===== src/rtl/exec_ctrl_pkg.sv =====
// Shared types for the execution step controller: FSM state encoding and the
// clock-enable decode used by the top level.
package exec_ctrl_pkg;

  localparam int ST_W = 3;

  typedef enum logic [ST_W-1:0] {
    HOLD       = 3'd0,
    RUN        = 3'd1,
    STEP_WAIT  = 3'd2,
    STEP_PULSE = 3'd3,
    HALTED     = 3'd4
  } state_t;

  // A breakpoint only blocks free-running; a step always executes one cycle.
  function automatic logic cpu_en_of(input state_t st, input logic bp_hit);
    return ((st == RUN) && !bp_hit) || (st == STEP_PULSE);
  endfunction

endpackage


===== src/rtl/step_debouncer.sv =====
// Synchronizes the raw step button, debounces it, and emits a single-cycle
// pulse each time the accepted level rises.
module step_debouncer #(
  parameter int DEBOUNCE_N = 16
) (
  input  logic clk,
  input  logic rst,
  input  logic btn_async,
  output logic step_pulse
);

  localparam int CW = (DEBOUNCE_N > 2) ? $clog2(DEBOUNCE_N) : 1;
  localparam logic [CW-1:0] CNT_LAST = CW'(DEBOUNCE_N - 1);

  logic          sync1_q, sync1_d;
  logic          sync2_q, sync2_d;
  logic          stable_q, stable_d;
  logic          stable_prev_q, stable_prev_d;
  logic [CW-1:0] cnt_q, cnt_d;

  // Next-state: the synced level must disagree for DEBOUNCE_N cycles in a row.
  always_comb begin
    sync1_d       = btn_async;
    sync2_d       = sync1_q;
    stable_prev_d = stable_q;
    stable_d      = stable_q;
    cnt_d         = {CW{1'b0}};
    if (sync2_q != stable_q) begin
      if (cnt_q == CNT_LAST) begin
        stable_d = ~stable_q;
        cnt_d    = {CW{1'b0}};
      end else begin
        cnt_d = cnt_q + 1'b1;
      end
    end else begin
      cnt_d = {CW{1'b0}};
    end
  end

  // State registers with synchronous clear.
  always_ff @(posedge clk) begin
    if (rst) begin
      sync1_q       <= 1'b0;
      sync2_q       <= 1'b0;
      stable_q      <= 1'b0;
      stable_prev_q <= 1'b0;
      cnt_q         <= {CW{1'b0}};
    end else begin
      sync1_q       <= sync1_d;
      sync2_q       <= sync2_d;
      stable_q      <= stable_d;
      stable_prev_q <= stable_prev_d;
      cnt_q         <= cnt_d;
    end
  end

  assign step_pulse = stable_q & ~stable_prev_q;

endmodule


===== src/rtl/exec_step_controller.sv =====
// Generates the processor clock-enable for free-run, single-step and halted
// operation, with a PC breakpoint and a count of enabled cycles.
module exec_step_controller
  import exec_ctrl_pkg::*;
#(
  parameter int PC_W       = 32,
  parameter int CNT_W      = 32,
  parameter int DEBOUNCE_N = 16,
  parameter int RST_HOLD   = 4
) (
  input  logic             clk,
  input  logic             rst,
  input  logic             clk_select,
  input  logic             clk_step,
  input  logic             resume,
  input  logic             halt_req,
  input  logic             bp_en,
  input  logic [PC_W-1:0]  bp_addr,
  input  logic [PC_W-1:0]  pc,
  output logic             cpu_en,
  output logic             halted,
  output logic [2:0]       state_o,
  output logic [CNT_W-1:0] cycle_count
);

  localparam int HW = (RST_HOLD > 1) ? $clog2(RST_HOLD) : 1;
  localparam logic [HW-1:0] HOLD_LAST = HW'(RST_HOLD - 1);

  state_t           state_q, state_d;
  logic [HW-1:0]    hold_q, hold_d;
  logic [CNT_W-1:0] cnt_q, cnt_d;
  logic             step_pulse;
  logic             bp_hit;
  state_t           step_exit;

  step_debouncer #(
    .DEBOUNCE_N(DEBOUNCE_N)
  ) u_step_debouncer (
    .clk        (clk),
    .rst        (rst),
    .btn_async  (clk_step),
    .step_pulse (step_pulse)
  );

  assign bp_hit    = bp_en && (pc == bp_addr);
  assign cpu_en    = cpu_en_of(state_q, bp_hit);
  assign step_exit = clk_select ? STEP_WAIT : RUN;

  // Sequencer next-state; earlier conditions in each state take priority.
  always_comb begin
    state_d = state_q;
    hold_d  = hold_q;
    cnt_d   = cnt_q + {{(CNT_W-1){1'b0}}, cpu_en};
    case (state_q)
      HOLD: begin
        if (hold_q == HOLD_LAST) begin
          state_d = step_exit;
        end else begin
          hold_d = hold_q + 1'b1;
        end
      end
      RUN: begin
        if (halt_req || bp_hit) begin
          state_d = HALTED;
        end else if (clk_select) begin
          state_d = STEP_WAIT;
        end else begin
          state_d = RUN;
        end
      end
      STEP_WAIT: begin
        if (halt_req) begin
          state_d = HALTED;
        end else if (!clk_select) begin
          state_d = RUN;
        end else if (step_pulse) begin
          state_d = STEP_PULSE;
        end else begin
          state_d = STEP_WAIT;
        end
      end
      // bp_hit is deliberately not looked at here so a step can leave a breakpoint.
      STEP_PULSE: begin
        if (halt_req) begin
          state_d = HALTED;
        end else begin
          state_d = step_exit;
        end
      end
      HALTED: begin
        if (resume || step_pulse) begin
          state_d = STEP_PULSE;
        end else begin
          state_d = HALTED;
        end
      end
      default: begin
        state_d = HOLD;
      end
    endcase
  end

  // State, hold counter and enabled-cycle counter.
  always_ff @(posedge clk) begin
    if (rst) begin
      state_q <= HOLD;
      hold_q  <= {HW{1'b0}};
      cnt_q   <= {CNT_W{1'b0}};
    end else begin
      state_q <= state_d;
      hold_q  <= hold_d;
      cnt_q   <= cnt_d;
    end
  end

  assign halted      = (state_q == HALTED);
  assign state_o     = state_q;
  assign cycle_count = cnt_q;

endmodule


===== config.mk =====
export PLATFORM = sky130hd
export DESIGN_NAME = exec_step_controller
export DESIGN_NICKNAME = d
export VERILOG_FILES = /design/src/rtl/exec_ctrl_pkg.sv /design/src/rtl/step_debouncer.sv /design/src/rtl/exec_step_controller.sv
export SDC_FILE = /design/constraint.sdc
export NUM_CORES = 1
export LEC_CHECK = 0
export ABC_AREA = 1
export CAP_MARGIN = 25
export CELL_PAD_IN_SITES_DETAIL_PLACEMENT = 0
export CELL_PAD_IN_SITES_GLOBAL_PLACEMENT = 1
export CORE_ASPECT_RATIO = 0.75
export CORE_MARGIN = 4
export CORE_UTILIZATION = 33
export CTS_BUF_LIST = sky130_fd_sc_hd__clkbuf_8
export DETAILED_ROUTE_END_ITERATION = 12
export GPL_ROUTABILITY_DRIVEN = 0
export PLACE_DENSITY_LB_ADDON = 0.1
export SYNTH_ARGS = -nofsm -noshare
export SYNTH_HDL_FRONTEND = slang
export SYNTH_HIERARCHICAL = 1
export SYNTH_SLANG_ARGS = --single-unit
export TNS_END_PERCENT = 10

===== constraint.sdc =====
create_clock -name clk -period 4.6 [get_ports clk]
set_input_delay 0.92 -clock clk [delete_from_list [all_inputs] [get_ports clk]]
set_output_delay 0.92 -clock clk [all_outputs]
set_load 0.01 [all_outputs]

* After elaboration in Yosys (flattened, before gate mapping)
Cells that the tools add are included.
** Word-level totals
- Bits in registers :: 45
- Bits in latches :: 0
- Memory bits (writable) :: 0
- ROM bits :: 0
- Output and inout port bits :: 37
- Memories kept :: 0
** Operators by class
- Add/subtract/negate cells :: 3
- Multiply operators :: 0
- Div/mod/pow operators :: 0
- $lt $le $gt $ge :: 0
- Eq/ne operators :: 9
- Shift operators :: 0
- Multiplexer cells :: 9
- Bitwise operators :: 5
- Reductions and logical operators :: 10
** Operator list (number)
- 32-bit by 1-bit adder with 32-bit output :: 1
- 32-bit equality test :: 1
- 3-bit two-way mux :: 5
- 3-bit one-hot mux with 5 select lines :: 1
- 3-bit by 2-bit equality test with 1-bit output (second input constant) :: 2
- 4-bit by 1-bit adder with 4-bit output (second input constant) :: 1
- 4-bit equality test (second input constant) :: 1
- 2-bit two-way mux :: 2
- 1-bit NOT :: 4
- 2-bit AND reduction :: 2
- 3-bit by 1-bit equality test with 1-bit output (second input constant) :: 1
- 3-bit equality test (second input constant) :: 1
- 3-bit logical NOT :: 1
- 1-bit logical OR :: 3
- 3-bit OR reduction :: 1
- 2-bit by 1-bit adder with 2-bit output (second input constant) :: 1
- 2-bit equality test (second input constant) :: 1
- 1-bit logical AND :: 2
- 2-bit inequality test (second input constant) :: 1
- 1-bit AND :: 1
- 1-bit logical NOT :: 1
- 1-bit two-way mux :: 1
- 1-bit inequality test :: 1

* Logic depth before layout (Yosys ltp)
- Depth in word-level cells :: 6
- Mapped depth :: 23
- Depth with buffers taken out :: 23

* By module
Netlist, hierarchy kept.
** Modules (own cells, without submodules)
- exec_step_controller :: times used 1, cells an instance 390, area each 2459.9 sq um
- step_debouncer :: times used 1, cells an instance 37, area each 299.0 sq um

* Worst setup path before layout
No wires, ideal clock.
- Kind :: input port to flip-flop
- From :: input pc[19]
- To :: register cnt_q[30], in the netlist cycle_count[30]
- Library setup time :: 0.115 ns
- Data arrival time :: 2.983 ns
- Slack :: 1.503 ns
- Cell stages on the path :: 21
- Path buffers :: 0
- Cell sequence :: inv_1 or2_2 nand2_1 nor2_1 nand3_1 nor2_1 nand3_1 nand2_1 inv_1 ha_1 ha_1 nand3_2 nor2_4 nand2_4 nor2_4 nand2_2 nor2_2 nand2_2 nor3_2 a21oi_1 o21a_1
** Between the ends
- Longest elaborated chain between the ends :: 6
** Ends and longest elaborated chain
- from (decl) :: line exec_step_controller.sv:19 : input logic [PC_W-1:0] pc,
- 32-bit equality test :: line exec_step_controller.sv:45 : assign bp_hit = bp_en && (pc == bp_addr);
- 1-bit logical AND :: line exec_step_controller.sv:45
- 1-bit logical NOT :: line exec_ctrl_pkg.sv:17 : return ((st == RUN) && !bp_hit) || (st == STEP_PULSE);
- 1-bit logical AND :: line exec_ctrl_pkg.sv:17
- 1-bit logical OR :: line exec_ctrl_pkg.sv:17
- via cpu_en :: line exec_step_controller.sv:20 : output logic cpu_en,
- 32-bit by 1-bit adder with 32-bit output :: line exec_step_controller.sv:53 : cnt_d = cnt_q + {{(CNT_W-1){1'b0}}, cpu_en};
- to (signal assigned) :: line exec_step_controller.sv:108 : cnt_q <= {CNT_W{1'b0}};
- to (signal assigned) :: line exec_step_controller.sv:112 : cnt_q <= cnt_d;
- to (decl) :: line exec_step_controller.sv:31 : logic [CNT_W-1:0] cnt_q, cnt_d;
The timed path passes the listed nets, and every way through them passes these cells.
A chain may end at the register's enable or synchronous reset.

* Worst setup path after layout
- From :: input pc[8]
- To :: output cpu_en
** Between the ends
- Longest elaborated chain between the ends :: 5
** Ends and longest elaborated chain (line)
- 32-bit equality test :: exec_step_controller.sv:45
- 1-bit logical AND :: exec_step_controller.sv:45
- 1-bit logical NOT :: exec_ctrl_pkg.sv:17
- 1-bit logical AND :: exec_ctrl_pkg.sv:17
- 1-bit logical OR :: exec_ctrl_pkg.sv:17
- to (decl) :: exec_step_controller.sv:20
Every way passes these cells.

==> metrics.md <==
| Metric | Value |
|---|---|
| Status | `finished, final reports clean` |
| I/O pin cnt | `between 100 and 150` |
| Synth top area share | `32.65%` |
| DR pass1 iterations | `4` |
| IO buf count | `107` |
| Largest net degree at the start of global routing | `24` |
| First-pass GRT wire length | `12340 um` |
| # DRC | `0` |
| Clock Latency Late Sink | `0.29 ns` |
| Critical path arrival | `~2.8 ns` |
| Gr usage total | `15.18%` |
| Core Rows | `28` |
| Fmax achieved | `around 270 MHz` |
| Detailed Place HPWL | `just over 6000 um` |
| Final Critical Period | `3.703 ns` |
| DR WL/cell | `11.34 um` |
| P per Cell Area | `202.1 mW/mm^2` |
| DP Area | `roughly 0.004 sq mm` |
| Post-CTS setup buffer count | `0` |
| Fin Setup TNS | `0 ns` |
| Routed via count | `~2800` |
| ANT nets after route | `0` |
| Layout area overhead | `46.30%` |
| Leakage | `about 1.7 nW` |
| Die width | `113.6 um` |
| Total grt overflow | `0` |
| Primary FF master, synth | `dfxtp_1` |
| Top cells by area, synth | `dfxtp_1 (33%), nand2_1 (13%), inv_1 (11%)` |
| Clk sinks | `45` |
| Post-Syn Instances | `427` |
| Critical Path Start Type | `input pin` |
| Vias in the first global route | `2703` |
| Commonest non-fill, non-tap cells in the layout | `clkdlybuf4s50_1 (107), nand2_1 (95), inv_1 (83)` |
| Setup Viol. Count Final | `0` |
| Final Cycle Share | `80.50%` |
| Maxcap violations | `0` |
| Worst-path clk slew | `0.08 ns` |
| Number of diodes | `0` |
| Final Cell Area | `0.004036 sq mm` |
| Synth area leader | `dfxtp_1` |
| Slew @ Worst Pin | `0.5328 ns` |
| Number of CTS-inserted buffers | `5` |
| Mapped Avg Cell Area | `6.461 sq um` |
| WP data required | `3.68 ns` |
| Commonest non-fill, non-tap cell in the layout | `clkdlybuf4s50_1` |
| CTS Root Cell | `clkbuf_8` |
| Hold Fails Final Rpt | `0` |
| Async SR Flop Fraction | `0%` |
| Hold Path Class | `reg -> reg` |
| Share of cells above drive strength 1 | `7.593%` |
| Starting density of the core | `34.39%` |
| Crit end category | `primary output` |
| Worst Hold Margin | `~0.4 ns` |
| WS Path Type | `in -> out` |
| CTS max path bufs | `2` |
| CTS tree | `yes` |
| Seq/Total Area, Yosys | `between 30 and 40%` |
| Die Y | `87.19 um` |
| Clk_skew | `0.005431 ns` |
| Initial antenna violation count | `0` |
| RSZ-0062 raised after global routing | `no` |
| Max VDD drop | `0.1234 mV` |
| Post-CTS resize count | `0` |
| Wirelength, routed | `~7300 um` |
| Number of hold buffers added after CTS | `0` |
| Fin util | `between 50 and 60%` |
| Unique cell type count in the Yosys netlist | `38` |
| Htree depth | `2` |
| DR iter-0 viols | `136` |
| EDFF count, synth | `0` |
| Yosys reg bits | `45` |
| Post-Syn Nets | `502` |
| Core area | `0.008023 sq mm` |
| Via-to-Cell Ratio | `4.392` |
| Slew margin rel. | `roughly 64%` |
| Die area | `0.009902 sq mm` |
| Yosys warning count | `6` |
| Critical Path Fanout Max | `2` |
| Mapped Area | `0.002759 sq mm` |
| Layout net count | `614` |
| Max Slew Vio Count | `0` |
[layout make-up]
type,instances,area (sq um)
clock inverters,3,18.77
fillers,836,3986
inverters,85,319.1
clock buffers,5,68.82
multi-input cells,294,1519
well taps,105,131.4
repair buffers,108,1079
flip-flops and latches,45,900.9
[kinds of logic (layout without fill, tap and decap cells)]
family | Yosys count | count (layout) | synth area share (%)
adder cells (fa/ha/maj) | 4 | 4 | 1.814
AO/OA/AOI/OAI | 55 | 55 | 11.02
XOR/XNOR | 13 | 13 | 4.127
buffers and inverters | 88 | 201 | 12.29
flip-flops | 45 | 45 | 32.65
AND/OR/NAND/NOR | 222 | 222 | 38.10
[cells in the mapped netlist (2+ instances only)]
library cell  number
nand2_1           95
inv_1             82
nor2_1            63
dfxtp_1           45
a21oi_1           22
o21ai_0           21
nand3_1           15
nor3_1            11
xnor2_1           10
nor2_4             6
nand2_2            5
nand3_2            5
ha_1               4
nor3_2             4
nor3b_1            4
inv_2              3
nand4_1            3
nor2_2             3
or2_2              3
xor2_1             3
a31oi_1            2
o21a_1             2
[per-layer routing]
layer	wire length (um)	GRT usage [%]	share of wire (%)	vias to the layer above
met5	0	0	0	-
met4	26	2.074	0.36	0
met3	482	3.542	6.6	4
met2	3094	23.73	42	86
met1	3713	21.81	51	1194
li1	-	-	-	1549
[power breakdown]
| part | leakage [nW] | switching [mW] | internal [mW] |
|---|---|---|---|
| Clock | 0.0416 | 0.134 | 0.105 |
| Sequential | 0.363 | 0.00766 | 0.400 |
| Combinational | 1.25 | 0.0720 | 0.0967 |
[worst max-delay path: stages]
cell	delay, ns
clkdlybuf4s50_1	0.48
inv_1	0.04
nand2_1	0.05
nand2_1	0.05
nor2_1	0.13
nand2_1	0.08
nor2_1	0.09
nand2_1	0.08
nor2_1	0.12
nand3_1	0.10
nand2_1	0.10
inv_1	0.06
clkdlybuf4s50_1	0.48
[path summary, 6_finish.rpt]
kind | start | end | slack (ns) | cells after the start
hold / removal | u_step_debouncer/sync1_q | u_step_debouncer/sync2_q | 0.40 | 2
setup reg to reg | state_o[0] | cycle_count[30] | 2.25 | 16
hold reg to reg | u_step_debouncer/sync1_q | u_step_debouncer/sync2_q | 0.40 | 2
setup / recovery | pc[8] | cpu_en | 0.90 | 13
[metrics by stage]
step	setup slack (ns)	total power [mW]	std cells
floorplan	1.503	0.4953	427
global placement	0.9016	0.5841	637
detailed placement	0.8213	0.5863	637
CTS	0.8711	0.8289	645
global route	0.6754	0.8684	645
finish	0.8971	0.8157	645
[registers in the layout, indices dropped and copies added (netlist names)]
signal and count:
cycle_count 32, u_step_debouncer/cnt_q 4, state_o 3, hold_q 2
u_step_debouncer/stable_prev_d 1, u_step_debouncer/stable_prev_q 1, u_step_debouncer/sync1_q 1, u_step_debouncer/sync2_q 1
Note: power is estimated with default switching activity, not from simulation.
